$ cat config.mk
export PLATFORM = sky130hd
export DESIGN_NAME = sound_sample_decoder
export DESIGN_NICKNAME = d
export VERILOG_FILES = /design/src/rtl/sound_sample_decoder.sv
export SDC_FILE = /design/constraint.sdc
export NUM_CORES = 1
export LEC_CHECK = 0
export ABC_CLOCK_PERIOD_IN_PS = 2400
export CORE_MARGIN = 2
export CORE_UTILIZATION = 25
export CTS_BUF_LIST = sky130_fd_sc_hd__clkbuf_16
export CTS_CLUSTER_DIAMETER = 40
export DETAILED_ROUTE_END_ITERATION = 7
export PLACE_DENSITY = 0.47
export SLEW_MARGIN = 20
export SYNTH_ARGS = -nofsm -noshare
export SYNTH_HDL_FRONTEND = slang
export SYNTH_SLANG_ARGS = --single-unit
$ cat constraint.sdc
create_clock -name clk -period 2.4 [get_ports clk]
set_input_delay 0.6 -clock clk [delete_from_list [all_inputs] [get_ports clk]]
set_output_delay 0.6 -clock clk [all_outputs]
set_load 0.03 [all_outputs]
$ cat src/rtl/sound_sample_decoder.sv
// sound_sample_decoder
//   Integrates a 1-bit audio stream over each video line and turns the
//   per-line count into an 8-bit sample. The samples are queued in a small FIFO.
//   A line boundary is the cycle with x==0. The first, partial line after
//   reset is discarded.
//
// Ports
//   clk          pixel clock (rising edge)
//   reset        asynchronous reset, active low
//   sound        1-bit audio stream, one bit per pixel clock
//   x, y         horizontal / vertical pixel counters
//   sample_data  FIFO head sample (0 while empty)
//   sample_first head sample was taken on line y==0
//   sample_valid FIFO non-empty
//   sample_ready consumer accepts head (pop on valid & ready)
//   ovf_clr      single-cycle overflow clear
//   overflow     sticky: a completed sample was dropped on a full FIFO
//   fill         current FIFO occupancy
module sound_sample_decoder #(
    parameter int FIFO_DEPTH = 4,
    parameter int SHIFT      = 2
) (
    input  logic                          clk,
    input  logic                          reset,
    input  logic                          sound,
    input  logic [9:0]                    x,
    input  logic [9:0]                    y,
    output logic [7:0]                    sample_data,
    output logic                          sample_first,
    output logic                          sample_valid,
    input  logic                          sample_ready,
    input  logic                          ovf_clr,
    output logic                          overflow,
    output logic [$clog2(FIFO_DEPTH):0]   fill
);

    localparam int AW = $clog2(FIFO_DEPTH);

    typedef enum logic {SYNC, ACCUM} state_t;

    state_t        state_q, state_d;
    logic [9:0]    acc_q, acc_d;
    logic [9:0]    line_y_q, line_y_d;
    logic [10:0]   acc_sum;
    logic          line_start;
    logic          push;
    logic [8:0]    push_word;

    logic [8:0]    mem [FIFO_DEPTH];
    logic [AW-1:0] wr_ptr_q, rd_ptr_q;
    logic [AW:0]   count_q, count_d;
    logic          ovf_q, ovf_d;
    logic          full, pop, wr_en, drop;
    logic [8:0]    head;

    assign line_start = (x == '0);
    assign push       = (state_q == ACCUM) && line_start;
    assign acc_sum    = {1'b0, acc_q} + {10'd0, sound};
    assign push_word  = {(line_y_q == '0), 8'(acc_q >> SHIFT)};

    // Line accumulator FSM
    always_comb begin
        state_d  = state_q;
        acc_d    = acc_q;
        line_y_d = line_y_q;
        case (state_q)
            SYNC: begin
                if (line_start) begin
                    state_d  = ACCUM;
                    acc_d    = {9'd0, sound};
                    line_y_d = y;
                end
            end
            ACCUM: begin
                if (line_start) begin
                    acc_d    = {9'd0, sound};
                    line_y_d = y;
                end else begin
                    // saturate at 1023 instead of wrapping
                    acc_d = acc_sum[10] ? '1 : acc_sum[9:0];
                end
            end
            default: state_d = SYNC;
        endcase
    end

    // FIFO control: a push on a full FIFO survives only if a pop frees a slot
    // in the same cycle; otherwise the sample is dropped and flagged.
    assign sample_valid = (count_q != '0);
    assign full         = (count_q == (AW+1)'(FIFO_DEPTH));
    assign pop          = sample_valid && sample_ready;
    assign wr_en        = push && (!full || pop);
    assign drop         = push && full && !pop;

    always_comb begin
        count_d = count_q;
        case ({wr_en, pop})
            2'b10:   count_d = count_q + 1'b1;
            2'b01:   count_d = count_q - 1'b1;
            default: count_d = count_q;
        endcase
        // a new drop wins over a coincident clear
        ovf_d = ovf_q;
        if (ovf_clr) ovf_d = 1'b0;
        if (drop)    ovf_d = 1'b1;
    end

    always_ff @(posedge clk or negedge reset) begin
        if (!reset) begin
            state_q  <= SYNC;
            acc_q    <= '0;
            line_y_q <= '0;
            wr_ptr_q <= '0;
            rd_ptr_q <= '0;
            count_q  <= '0;
            ovf_q    <= 1'b0;
        end else begin
            state_q  <= state_d;
            acc_q    <= acc_d;
            line_y_q <= line_y_d;
            count_q  <= count_d;
            ovf_q    <= ovf_d;
            if (wr_en) wr_ptr_q <= wr_ptr_q + 1'b1;
            if (pop)   rd_ptr_q <= rd_ptr_q + 1'b1;
        end
    end

    // storage needs no reset: outputs are masked by sample_valid
    always_ff @(posedge clk) begin
        if (wr_en) mem[wr_ptr_q] <= push_word;
    end

    assign head         = mem[rd_ptr_q];
    assign sample_data  = sample_valid ? head[7:0] : '0;
    assign sample_first = sample_valid ? head[8]   : 1'b0;
    assign overflow     = ovf_q;
    assign fill         = count_q;

endmodule

**After elaboration in Yosys (flattened, before gate mapping)**

Memory sizes are Yosys's and may differ from the RTL's.
Index checks and enable logic that the tools add are counted.
W data, S select, Z words.

- Bits in writable memories: 36
- Logic and storage cells: 45
- Flip-flop bits (word level): 29
- Output and inout port bits: 14
- Memories: 1
- Bits of input ports: 25

- Multiplexer cells: 14
- $add $sub $neg: 5
- Reductions and logical operators: 13
- Bitwise operators: 1
- Equality and inequality tests: 4

Memory list:

| name | depth | width | rd ports | clocked after Yosys merged registers in | wr ports | RTL line | RTL |
|---|---|---|---|---|---|---|---|
| mem | 4 | 9 | 1 | 0 | 1 | 49 | `logic [8:0] mem [FIFO_DEPTH];` |

Operators by type and width:

| operator | number |
|---|---|
| $mux W10 | 4 |
| $logic_not A10 Y1 | 2 |
| $pmux W10 S2 | 1 |
| $add A10 B1 Y11 | 1 |
| $mux W8 | 1 |
| $mux W1 | 7 |
| $pmux W3 S2 | 1 |
| $logic_and A1 B1 Y1 | 5 |
| $add A2 B1 Y2 const B | 2 |
| $reduce_bool A2 Y1 | 2 |
| $add A3 B1 Y3 const B | 1 |
| $eq A3 B3 Y1 const B | 1 |
| $reduce_bool A3 Y1 | 1 |
| $sub A3 B1 Y3 const B | 1 |
| $eq A2 B1 Y1 const B | 1 |
| $eq A2 B2 Y1 const B | 1 |
| $logic_not A1 Y1 | 2 |
| $ne A2 B2 Y1 const B | 1 |
| $logic_or A1 B1 Y1 | 1 |
| $not A1 Y1 | 1 |

**Longest topological paths before layout**

- Depth after elaboration: 6
- Gate-level depth with buffers: 8
- Gate-level depth less buffers: 8

**Worst setup path before layout**

No wires, ideal clock.

- Kind: input port to flip-flop
- Start point: in x[5]
- End point: reg count_q[2] (netlist: fill[2])
- Setup slack: 0.264 ns
- Data required time: 2.255 ns
- Data arrival time: 1.991 ns
- Cell stages on the path: 8
- Library setup time: 0.145 ns
- Buffers on the path: 0
- Cell sequence: nor4_2 nand4_2 nand2_1 fa_1 nand2_1 a41o_1 o211ai_1 o221ai_1

- Longest elaborated chain between the ends: 5
- Elaborated cells between the ends (all ways): 7
- Classes of those cells: 2 x eq/ne; 1 x mux; 4 x reduce/logical

Ends and longest elaborated chain:

| element | RTL line | RTL |
|---|---|---|
| start: declaration | 26 | `input logic [9:0] x,` |
| $logic_not A10 Y1 (*) | 56 | `assign line_start = (x == '0);` |
| $logic_and A1 B1 Y1 (*) | 57 | `assign push = (state_q == ACCUM) && line_start;` |
| $logic_and A1 B1 Y1 (*) | 92 | `assign wr_en = push && (!full \|\| pop);` |
| $eq A2 B1 Y1 / $eq A2 B2 Y1 (equally long branches) | 97 | `case ({wr_en, pop})` |
| $pmux W3 S2 / $reduce_bool A2 Y1 (equally long branches) | -- |  |
| end signal: assignment | 121 | `count_q <= count_d;` |
| end: declaration | 51 | `logic [AW:0] count_q, count_d;` |

Every way passes the cells marked *; elsewhere a longest branch is shown, timed or not.
A chain may end at the register's enable or synchronous reset.

**Worst setup path after layout**

- Start point: reg rd_ptr_q[0]
- End point: out sample_data[1]

- Longest elaborated chain between the ends: 2

Ends and longest elaborated chain:

| element | RTL line | RTL |
|---|---|---|
| start: declaration | 50 | `logic [AW-1:0] wr_ptr_q, rd_ptr_q;` |
| start signal: assignment | 124 | `if (pop) rd_ptr_q <= rd_ptr_q + 1'b1;` |
| $mem_v2 Z4 W9 | -- |  |
| $mux W8 | 134 | `assign sample_data = sample_valid ? head[7:0] : '0;` |
| end: declaration | 28 | `output logic [7:0] sample_data,` |

Every way passes these cells.

==> out/summary.md <==
## Status
- **outcome** completed

## Floorplanning
- **IO Count** 39
- **initial standard-cell utilization of the core** 25.43%
- **area inside the core boundary** 0.01137 sq mm
- **die area** 0.01244 sq mm
- **die height** 111.5 um
- **width of the die** 111.5 um
- **cell row count** 39

## Layout
- **diode count** 0
- **fraction of final layout cells sized beyond drive strength 1** 26.20%
- **count of fill cells added during filler insertion** 1117
- **most common cell after layout, fill and taps aside** edfxtp_1
- **signed area change from the synthesized netlist to the final layout** 35.09%
- **final standard cell area without fillers** 0.003906 sq mm
- **leading cell types in the layout, fill and taps excluded** edfxtp_1, dfrtp_1, clkdlybuf4s50_1, buf_4, and2_1
- **post-route non-filler standard cell count** 414
- **Net count, final** 298

## Place
- **placer's final routability congestion estimate** 0.7109
- **Placed Area** 0.003623 sq mm
- **Final HPWL DP** 4080 um
- **minimum setup slack after placement** -0.2030 ns
- **count of buffers from port buffering** 38
- **Placed Cells** 397

## Global routing
- **antenna violations before repair** 0
- **total global routing overflow** 0
- **first-pass GRT wire length** 9114 um
- **number of global-route vias before repair** 1793
- **global-route total usage across every layer** 9.390%
- **largest net degree at the start of global routing** 30

## Worst setup path
- **origin of the critical flop-to-flop path** fill[2]
- **largest fanout of any net on the critical path** 9
- **FF-to-FF path depth** 8
- **family of cells with the greatest summed delay on the critical path** multiplexers
- **end of the worst register-to-register path** fill[2]
- **standard cell with the maximum stage delay on the critical path** mux4_2
- **count of buffer and inverter cells on the critical path** 2
- **critical setup path kind** register to output pin
- **kind of start point of the critical path** register
- **required time of the critical path** 1.80 ns
- **Crit path arrival time** 1.70 ns
- **cells along the critical path** buf_12 > mux4_2 > and2_1 > buf_2
- **setup slack of the worst register-to-register path** 0.28 ns
- **CP peak stage delay** 0.50 ns
- **Critical Path End Type** output pin

## Clocking
- **clock tree from TritonCTS** built
- **total CTS buffers** 9
- **Worst-Skew Late Latency** 0.32 ns
- **worst-case clock buffer depth** 2
- **Clock Pin Slew Worst Setup and Hold Paths** 0.06 ns
- **Root Buffer Master** clkbuf_16
- **clock sink count** 65
- **CTS Hold Buffers Added** 0
- **maximum level of the CTS H-tree** 3

## Pwr
- **Design Power** 3630 uW
- **standby leakage power** 0.001607 uW
- **total power density per cell area** 929.3 mW/mm^2
- **maximum resistive drop on vdd** 0.0003943 V

## Yosys
- **warnings from Yosys** 0
- **average cell area after synthesis** 14.60 sq um
- **area share of the leading cell type in the synthesized netlist** 37.39%
- **share of flip-flops with an asynchronous set or reset after synthesis** 44.62%
- **post-synthesis cell type with the largest combined area** edfxtp_1
- **number of synthesized flops with an enable pin** 36
- **Cell variety after synth** 45
- **largest cells by area after synthesis** edfxtp_1, dfrtp_1, mux4_2
- **area of the mapped netlist** 0.002892 sq mm
- **flops & latches, synth** 65
- **fraction of the yosys area taken by sequential cells** 62.48%
- **ys flop type** edfxtp_1
- **net count after synthesis** 230
- **gate count of the mapped netlist** 198

## Drt
- **initial DRC count** 56
- **DR vias/cell** 4.246
- **routed via count** 1758
- **Avg WL per Cell** 13.36 um
- **total iterations of the first detailed-routing run** 4
- **remaining antenna violation count** 0
- **number of design rule violations left after detail routing** 0
- **overall routed net length** 5530 um

## STA
- **setup repair after global routing missed its margin** no
- **tightest slew margin relative to the limit** 68.59%
- **number of failing hold endpoints at the final stage** 0
- **setup clock skew after layout** 0.009306 ns
- **final period utilization** 95.79%
- **Final Worst Setup Slack** 0.1009 ns
- **Setup violations, final** 0
- **Max Clock Freq** 435.0 MHz
- **transition time at the pin with the least slew margin** 0.4711 ns
- **sum of negative setup slack** 0 ns
- **final critical path time including I/O delays and setup** 2.299 ns
- **max-slew violation total from the final report** 0

## Worst hold path
- **start point of the worst hold path** line_y_q[7]
- **classification of the worst-slack hold path** register to register
- **number of cells on the worst hold path** 1
- **worst hold path endpoint** line_y_q[7]

## Run
- **max-cap viol count** 0

per-stage QoR:
step	util (%)	hold WS (ns)
after floorplan	-	0.3044
after global placement	31.87	0.4654
after detailed placement	31.87	0.4717
after CTS	34.37	0.4836
after global routing	34.36	0.5040
final	34.36	0.4751
where the power goes:
part	leakage [uW]	switching, uW	internal, uW
registers	0.000754	98.5	1270
logic	0.000695	442	479
clock network	0.000158	447	898
registers in the layout, indices dropped and copies added, names as in the netlist:
| name | count |
|---|---|
| mem | 36 |
| fill | 3 |
| overflow | 1 |
| wr_ptr_q | 2 |
| acc_q | 10 |
| line_y_q | 10 |
| state_q | 1 |
| rd_ptr_q | 2 |
repair_timing:
action,4_1_cts,5_1_grt
setup buffers,1,0
setup endpoints to repair,9,2
gates resized for setup,39,3
pin swaps,0,0
how the worst max path moves through the flow:
| stage | depth (start not counted) | to | from |
|---|---|---|---|
| 2_1_floorplan | 3 | sample_data[0] | fill[0] |
| 3_3_place_gp | 5 | mem[3][3] | x[1] |
| 3_5_place_dp | 5 | mem[3][3] | x[1] |
| 4_1_cts | 4 | sample_data[1] | rd_ptr_q[0] |
| 5_1_grt | 5 | mem[3][7] | x[1] |
| 6_report | 4 | sample_data[1] | rd_ptr_q[0] |
synth_stat cells (3+ instances only):
| master | number |
|---|---|
| a211oi_1 | 5 |
| xnor2_1 | 4 |
| nand3_1 | 4 |
| and2_1 | 14 |
| nand2_1 | 11 |
| mux4_2 | 9 |
| nor3_1 | 5 |
| buf_2 | 3 |
| inv_1 | 7 |
| nor4_1 | 3 |
| nor2_1 | 8 |
| dfrtp_1 | 29 |
| or3_1 | 3 |
| ha_1 | 6 |
| mux2_2 | 5 |
| clkbuf_1 | 3 |
| edfxtp_1 | 36 |
| mux2_1 | 6 |
final cells by class:
cell class	count	area (sq um)	area share (%)
flip-flops and latches	65	1807	46.25
multi-input cells	118	1018	26.07
repair buffers	65	564.3	14.45
clock buffers	9	225.2	5.766
well taps	143	178.9	4.580
clock inverters	7	86.33	2.210
inverters	7	26.28	0.6726
per-layer routing:
metal | vias to the layer above | track usage, % | share of wire [%]
li1 | 883 | - | -
met1 | 825 | 12.52 | 48
met2 | 44 | 14.15 | 45
met3 | 6 | 3.048 | 5.6
met4 | 0 | 3.951 | 1.2
met5 | - | 0 | 0
cell families after synthesis:
kind of cell	share of synthesized area [%]
fa+ha+maj	3.289
buf+inv	2.467
compound gates	5.019
simple gates	12.77
mux	12.76
xor+xnor	1.211
flops	62.48
(Power assumes the default switching activity.)
